File: src/rtl/uc_rr_arbiter.sv
// rtl/uc_rr_arbiter.sv - unit-clause arbiter: memory load, round-robin engine grants, conflict detect, broadcast FIFO
// Optional build macro UCA_DEDUP_EN: drop same-sign duplicate literals instead of broadcasting them again.
module uc_rr_arbiter #(
    parameter int NUM_ENGINE = 4,
    parameter int LIT_W      = 8,
    parameter int FIFO_DEPTH = 16
) (
    input  logic                        clk,
    input  logic                        rst,
    input  logic                        mem2uca_valid,
    input  logic [LIT_W-1:0]            mem2uca,
    input  logic                        mem2uca_done,
    output logic                        mem2uca_ready,
    input  logic [NUM_ENGINE-1:0]       eng2uca_valid,
    input  logic [NUM_ENGINE*LIT_W-1:0] eng2uca,
    output logic [NUM_ENGINE-1:0]       engmask,
    output logic                        uca2eng_valid,
    output logic [LIT_W-1:0]            uca2eng,
    input  logic                        eng2uca_rd,
    output logic                        conflict
);

    localparam int NUM_VAR = 2 ** (LIT_W - 1);
    localparam int PTR_W   = (NUM_ENGINE > 1) ? $clog2(NUM_ENGINE) : 1;
    localparam int AW      = (FIFO_DEPTH > 1) ? $clog2(FIFO_DEPTH) : 1;
    localparam int CW      = AW + 1;

    typedef enum logic [1:0] {
        ST_LOAD,
        ST_RUN,
        ST_CONFLICT
    } state_t;

    state_t                 state_q, state_d;
    logic [PTR_W-1:0]       rr_ptr_q, rr_ptr_d;
    logic [NUM_VAR-1:0]     assigned_q, assigned_d;
    logic [NUM_VAR-1:0]     neg_q, neg_d;
    logic [LIT_W-1:0]       fifo_q [FIFO_DEPTH];
    logic [LIT_W-1:0]       fifo_d [FIFO_DEPTH];
    logic [AW-1:0]          wr_ptr_q, wr_ptr_d;
    logic [AW-1:0]          rd_ptr_q, rd_ptr_d;
    logic [CW-1:0]          count_q, count_d;
    logic                   conflict_q, conflict_d;

    logic                   full;
    logic                   grant_found;
    logic [PTR_W-1:0]       grant_idx;
    int                     scan_idx;
    logic                   accept;
    logic [LIT_W-1:0]       acc_lit;
    logic [LIT_W-1:0]       mag;
    logic [LIT_W-2:0]       var_idx;
    logic                   lit_neg;
    logic                   ignore;
    logic                   push;
    logic                   pop;

    // Ready depends only on the registered count, so a same-cycle pop never opens a slot.
    assign full          = (count_q == CW'(FIFO_DEPTH));
    assign mem2uca_ready = (state_q == ST_LOAD) && !full;
    assign uca2eng_valid = (count_q != '0);
    assign uca2eng       = uca2eng_valid ? fifo_q[rd_ptr_q] : '0;
    assign conflict      = conflict_q;
    assign pop           = eng2uca_rd && uca2eng_valid;

    always_comb begin
        grant_found = 1'b0;
        grant_idx   = '0;
        scan_idx    = 0;
        engmask     = '0;
        if (state_q == ST_RUN && !full) begin
            for (int i = 0; i < NUM_ENGINE; i++) begin
                scan_idx = (int'(rr_ptr_q) + i) % NUM_ENGINE;
                if (!grant_found && eng2uca_valid[scan_idx]) begin
                    grant_found = 1'b1;
                    grant_idx   = PTR_W'(scan_idx);
                end
            end
        end
        if (grant_found) begin
            engmask[grant_idx] = 1'b1;
        end
    end

    // Magnitude MSB is set only for the most negative literal, which has no variable.
    assign accept  = grant_found || (mem2uca_valid && mem2uca_ready);
    assign acc_lit = grant_found ? eng2uca[int'(grant_idx)*LIT_W +: LIT_W] : mem2uca;
    assign lit_neg = acc_lit[LIT_W-1];
    assign mag     = lit_neg ? -acc_lit : acc_lit;
    assign var_idx = mag[LIT_W-2:0];
    assign ignore  = (acc_lit == '0) || mag[LIT_W-1];

    always_comb begin
        state_d    = state_q;
        rr_ptr_d   = rr_ptr_q;
        assigned_d = assigned_q;
        neg_d      = neg_q;
        fifo_d     = fifo_q;
        wr_ptr_d   = wr_ptr_q;
        rd_ptr_d   = rd_ptr_q;
        count_d    = count_q;
        conflict_d = conflict_q;
        push       = 1'b0;

        if (state_q == ST_LOAD && mem2uca_done) begin
            state_d = ST_RUN;
        end
        if (grant_found) begin
            rr_ptr_d = (grant_idx == PTR_W'(NUM_ENGINE - 1)) ? '0 : grant_idx + 1'b1;
        end

        if (accept && !ignore) begin
            if (!assigned_q[var_idx]) begin
                assigned_d[var_idx] = 1'b1;
                neg_d[var_idx]      = lit_neg;
                push                = 1'b1;
            end else if (neg_q[var_idx] != lit_neg) begin
                conflict_d = 1'b1;
                state_d    = ST_CONFLICT;
            end else begin
`ifdef UCA_DEDUP_EN
                push = 1'b0;
`else
                push = 1'b1;
`endif
            end
        end

        if (push) begin
            fifo_d[wr_ptr_q] = acc_lit;
            wr_ptr_d         = wr_ptr_q + 1'b1;
        end
        if (pop) begin
            rd_ptr_d = rd_ptr_q + 1'b1;
        end
        count_d = count_q + CW'(push) - CW'(pop);

        if (state_d == ST_CONFLICT) begin
            wr_ptr_d = '0;
            rd_ptr_d = '0;
            count_d  = '0;
        end
    end

    always_ff @(posedge clk) begin
        if (rst) begin
            state_q    <= ST_LOAD;
            rr_ptr_q   <= '0;
            assigned_q <= '0;
            neg_q      <= '0;
            wr_ptr_q   <= '0;
            rd_ptr_q   <= '0;
            count_q    <= '0;
            conflict_q <= 1'b0;
        end else begin
            state_q    <= state_d;
            rr_ptr_q   <= rr_ptr_d;
            assigned_q <= assigned_d;
            neg_q      <= neg_d;
            wr_ptr_q   <= wr_ptr_d;
            rd_ptr_q   <= rd_ptr_d;
            count_q    <= count_d;
            conflict_q <= conflict_d;
        end
    end

    // Storage needs no reset: the head is masked whenever the count is zero.
    always_ff @(posedge clk) begin
        fifo_q <= fifo_d;
    end

endmodule
File: config.mk
export PLATFORM = sky130hd
export DESIGN_NAME = uc_rr_arbiter
export DESIGN_NICKNAME = d
export VERILOG_FILES = /design/src/rtl/uc_rr_arbiter.sv
export SDC_FILE = /design/constraint.sdc
export NUM_CORES = 1
export LEC_CHECK = 0
export CAP_MARGIN = 40
export CORE_MARGIN = 3
export CORE_UTILIZATION = 40
export CTS_CLUSTER_SIZE = 16
export DETAILED_ROUTE_END_ITERATION = 8
export MAX_ROUTING_LAYER = met4
export PLACE_DENSITY = 0.57
export SYNTH_ARGS = -nofsm -noshare
export SYNTH_HDL_FRONTEND = slang
export SYNTH_SLANG_ARGS = --single-unit
File: constraint.sdc
create_clock -name clk -period 7.41 [get_ports clk]
set_clock_uncertainty 0.1 [all_clocks]
set_input_delay 1.1115 -clock clk [delete_from_list [all_inputs] [get_ports clk]]
set_output_delay 1.1115 -clock clk [all_outputs]
set_load 0.01 [all_outputs]
# ---- Yosys cells after proc, flatten, opt, wreduce, memory -nomap -nowiden
# Index checks and enable logic that the tools add are counted.
dict set report word_totals {
  memories 0
  ramBits 0
  rom_bits 0
  elab_cells 136
  out_inout_bits 15
  register_bits 402
  latchBits 0
}
dict set report classes {
  div 0
  bitwise_logic 7
  n_mux 51
  n_addsub 9
  eq_ne 5
  n_lt_le_gt_ge 11
  reduce_logical 28
  mul 0
  n_shift 1
}
# operator count
set ops {}
lappend ops {{128-bit bitwise mux} 2}
lappend ops {{128-bit bitwise OR} 1}
lappend ops {{8-bit two-way mux} 6}
lappend ops {{8-bit binary-select mux with 4-bit select} 1}
lappend ops {{8-bit demux with 4-bit select} 1}
lappend ops {{32-bit by 6-bit indexed part select with 8-bit output} 1}
lappend ops {{1-bit two-way mux} 22}
lappend ops {{2-bit two-way mux} 10}
lappend ops {{1-bit binary-select mux with 7-bit select} 2}
lappend ops {{1-bit logical AND} 12}
lappend ops {{3-bit by 4-bit less-than comparator with 1-bit output, second input constant} 3}
lappend ops {{5-bit greater-or-equal comparator, second input constant} 2}
lappend ops {{4-bit NOT with 5-bit output} 2}
lappend ops {{4-bit by 1-bit adder with 4-bit output, second input constant} 2}
lappend ops {{1-bit binary-select mux with 2-bit select} 4}
lappend ops {{8-bit zero test} 1}
lappend ops {{7-bit by 8-bit less-than comparator with 1-bit output, second input constant} 1}
lappend ops {{8-bit negator} 1}
lappend ops {{2-bit OR reduction} 4}
lappend ops {{1-bit demux with 7-bit select} 1}
lappend ops {{7-bit by 1-bit greater-or-equal comparator with 1-bit output, second input constant} 1}
lappend ops {{2-bit by 3-bit less-than comparator with 1-bit output, second input constant} 2}
lappend ops {{5-bit by 1-bit adder with 5-bit output} 1}
lappend ops {{5-bit == test, second input constant} 1}
lappend ops {{18 further kinds} 28}

# ---- Depth between registers and ports, before layout
dict set report logic_depth {
  depth_word 29
  ltp_mapped 36
}

# ---- Worst setup path before layout
# No wires, ideal clock.
dict set report synth_path {
  kind {in2reg}
  start {in eng2uca_valid[0]}
  end {reg count_q[4]}
  setup_time_ns 0.059
  path_slack_ns -0.017
  t_required_ns 7.251
  n_path_buf 7
  stages 33
  arrival_ns 7.268
  cell_sequence {nor2b_1 or4_4 nand2_2 a211oi_2 nor3_4 clkbuf_1 buf_2 clkbuf_1 ha_1 clkbuf_1 nand3_1 o221ai_1 nor2_2 o21ai_1 buf_2 a32oi_1 and3_1 a311oi_1 a22oi_1 a31o_2 nand3b_4 buf_6 buf_6 nand2_1 ha_1 inv_1 ha_1 fa_1 a21oi_1 nor2_1 nor2_1 xnor2_1 o211a_1}
}
dict set report synth_via {
  elab_chain_cells 28
  elab_cells_between_ends 54
  cone_classes {3 x add/sub; 2 x eq/ne; 1 x shift; 36 x mux; 12 x reduce/logical}
}
# item line
set synth_rtl {}
lappend synth_rtl {{start, declared} 14} ;# input logic [NUM_ENGINE-1:0] eng2uca_valid,
lappend synth_rtl {{1-bit binary-select mux with 2-bit select} 74} ;# if (!grant_found && eng2uca_valid[scan_idx]) begin
lappend synth_rtl {{1-bit two-way mux (not written as such)} 74}
lappend synth_rtl {{1-bit two-way mux} 74}
lappend synth_rtl {{1-bit two-way mux} 71} ;# if (state_q == ST_RUN && !full) begin
lappend synth_rtl {{1-bit zero test} 74}
lappend synth_rtl {{1-bit logical AND} 74}
lappend synth_rtl {{1-bit two-way mux} 74}
lappend synth_rtl {{1-bit two-way mux} 71}
lappend synth_rtl {{[12 not listed]} -}
lappend synth_rtl {{1-bit binary-select mux with 7-bit select} 117} ;# end else if (neg_q[var_idx] != lit_neg) begin
lappend synth_rtl {{1-bit two-way mux (not written as such)} 117}
lappend synth_rtl {{1-bit inequality test} 117}
lappend synth_rtl {{1-bit two-way mux or 2-bit two-way mux (tied branches)} 117}
lappend synth_rtl {{1-bit two-way mux or 2-bit two-way mux (tied branches)} 113} ;# if (!assigned_q[var_idx]) begin
lappend synth_rtl {{1-bit two-way mux or 2-bit two-way mux (tied branches)} 112} ;# if (accept && !ignore) begin
lappend synth_rtl {{5-bit by 1-bit adder with 5-bit output or 2-bit == test (tied branches)} {136, 138}}
lappend synth_rtl {{5-bit by 1-bit subtractor with 5-bit output or 2-bit OR reduction (tied branches)} -}
lappend synth_rtl {{end signal, assigned} 162} ;# count_q <= count_d;
lappend synth_rtl {{end, declared} 42} ;# logic [CW-1:0] count_q, count_d;
# Several ways; a longest one is shown, not always the timed one. The select of a mux whose other input is x is not followed.
# A chain may end at the register's enable or synchronous reset.

# ---- Worst setup path after layout
dict set report layout_path {
  start {in eng2uca_valid[1]}
  end {reg count_q[4]}
}
# Same word-level chain as after synthesis.

==> out/metrics.yaml <==
die:
  die_h_um: 227
  num_rows: 80
  initial_core_util: 0.408
  io_pins: 64
  die_w_um: 227
  dieArea_um2: 51700
  core_um2: 48000
logic_synthesis:
  synth_seq_area_share: 0.476
  synth_fp_nets: 2084
  syn_inst: 2018
  synth-edff-count: 128
  synth_cell_types: 93
  netlist.area_leader.share: 0.280
  synth-main-ff-cell: "dfxtp_1"
  synth_area_leaders: "dfxtp_1 28%, edfxtp_1 20%, mux2i_1 8.6%"
  yosysWarnings: 0
  synth_area_per_cell_um2: 9.72
  yosysTopAreaCell: "dfxtp_1"
  async_flop_share: 0
  syn_area_um2: 19600
  synth_seq_cells: 402
final_layout:
  final_cells: 2812
  layout_common_cells: "273 x dfxtp_1, 271 x nand2_1, 181 x a21oi_1"
  drive_gt1_frac: 0.165
  fillers: 4514
  nets: 2230
  area_growth_pct: 19.1
  regArea_um2: 9330
  multi_input_area_um2: 9050
  layout_commonest_cell: "dfxtp_1"
  finish.utilization: 0.486
power:
  power.share.sequential: 0.338
  powerDensity_nw_per_um2: 310
  leakagePower_uw: 0.00868
  p_sw_uw: 2530
  ir_worst_vdd_mv: 0.153
  p_int_uw: 4720
  power.share.clock: 0.317
  power.share.combinational: 0.345
  p_sw_frac: 0.349
cts:
  cts_inserted_buffers: 44
  cts_htree_levels: 2
  cts_setup_buffers: 0
  clkTransAtPathRegs_ps: 60
  cts_num_sinks: 402
  clock_latency_ps: 580
  cts_buffer_depth: 3
  root_buffer: "clkbuf_16"
  tritoncts: "built"
global_route:
  overflow: 0
  grt_pass1_vias: 16300
  grt_antenna_before_repair: 1
  grt_pass1_wl_mm: 107
  grt.total_usage: 0.285
  grt_max_degree: 105
critical_path:
  arrival_ps: 7430
  startpoint_type: "primary input"
  critPathMaxFanout: 9
  slowest_stage: "clkdlybuf4s50_1"
  critPathKind: "in -> reg"
  slowest_delay_ps: 520
  end_kind: "register"
  required_ps: 7830
  cp_common_cell: "buf_4"
timing:
  rsz0062_at_grt: "false"
  hold_viol: 0
  finalCritPeriodShare: 0.946
  min_period_ps: 7010
  fmax_mhz: 143
  max_slew.worst_pin.slew_ps: 898
  finalSetupViolCount: 0
  slew_headroom: 0.399
  report.final.slew_viol_count: 0
placement:
  dp.cells: 2733
  hpwl_mm: 50.3
  port_buffers: 63
  gp_congestion: 1.04
detailed_routing:
  dr.pass1.iters: 6
  wl_mm: 71.7
  wl_per_cell_um: 25.5
  route.detailed.drc: 0
  via_per_inst: 5.95
  postRouteAntennaNets: 0
  num_vias: 16700
  first_iter_violations: 1889
run:
  maxCapViolCount: 0
status:
  status: "finished clean"
worst_hold_path:
  min_path_type: "reg -> reg"
-- critical path: cells and delay by family --
| family | cells | cell delay (ps) |
|---|---|---|
| AND/OR/NAND/NOR | 11 | 1710 |
| adder cells (fa/ha/maj) | 4 | 1090 |
| buffers and inverters | 6 | 1310 |
| multiplexers | 1 | 250 |
| XOR/XNOR | 1 | 130 |
| AO/OA/AOI/OAI | 8 | 1830 |
-- final cells by class --
type                       instances  area share
clock inverter                    22      0.0136
tap                              615      0.0329
antenna                            1    0.000107
sequential                       402       0.399
timing repair buffer             245      0.0915
inverter                         149      0.0242
clock buffer                      56      0.0508
multi-input combinational       1322       0.388
-- registers in the layout (all words and copies together), names as in the netlist --
register	count
count_q	5
rr_ptr_q	2
neg_q	128
wr_ptr_q	4
rd_ptr_q	4
fifo_q	128
conflict	1
state_q	2
assigned_q	128
-- synthesized netlist by cell type, types with 11 or more instances --
cell and n:
inv_1 142, mux4_2 41, nand3_1 168, nand2_1 272
nor3_1 33, a31oi_1 24, nor2_1 73, buf_2 36
and2_1 18, a21oi_1 181, a221oi_1 11, o21ai_0 27
a32oi_1 20, o211a_1 13, buf_1 18, edfxtp_1 128
and4_1 17, clkbuf_1 70, dfxtp_1 274, buf_6 13
mux2i_1 168, ha_1 16
-- cells by family after synthesis --
family          Yosys count  share of synthesized area
flops                   402                      0.476
mux                     214                      0.136
buf+inv                 294                     0.0649
fa+ha+maj                17                     0.0112
simple gates            661                      0.164
compound gates          416                      0.142
xor+xnor                 14                    0.00663
-- power by group through the flow --
| stage | Clock [µW] | Sequential, µW | Combinational [µW] |
|---|---|---|---|
| finish | 2300 | 2450 | 2500 |
| global route | 2430 | 2460 | 2630 |
| CTS | 2340 | 2450 | 2460 |
| detailed placement | 0 | 2500 | 2450 |
| global placement | 0 | 2490 | 2440 |
| floorplan | 0 | 2480 | 1360 |
-- repair_timing --
item                                    CTS  global route
hold buffers                              0             0
endpoints found under the setup margin    0             1
resized for setup                         0             1
-- final timing paths --
check	slack, ps	start	endpoint	depth (start not counted)
max	400	eng2uca_valid[1]	count_q[4]	31
min	350	assigned_q[73]	assigned_q[73]	2
min reg2reg	350	assigned_q[73]	assigned_q[73]	2
max reg2reg	1140	rr_ptr_q[1]	count_q[4]	30
-- per-stage QoR --
| stage | power, µW | hold slack, ps | instance area (µm²) | TNS (ps) | setup WS, ps |
|---|---|---|---|---|---|
| after floorplan | 3840 | 325 | 19600 | 0 | 44.0 |
| after global placement | 4940 | 333 | 21800 | -178 | -178 |
| after detailed placement | 4950 | 340 | 21900 | -135 | -135 |
| after CTS | 7250 | 349 | 23400 | 0 | 430 |
| after global routing | 7510 | 369 | 23400 | 0 | 88.6 |
| final | 7250 | 348 | 23400 | 0 | 401 |
-- routing by layer --
metal  share of wire  vias up  GRT usage  wire [µm]
met5               0        -          -          0
met4           0.032        0     0.0842       2270
met3           0.078      140     0.0515       5600
met2            0.43      715      0.421      31200
met1            0.46     8260      0.402      32700
li1                -     7604          -          -
No activity file was read; power rests on OpenSTA's default activity.
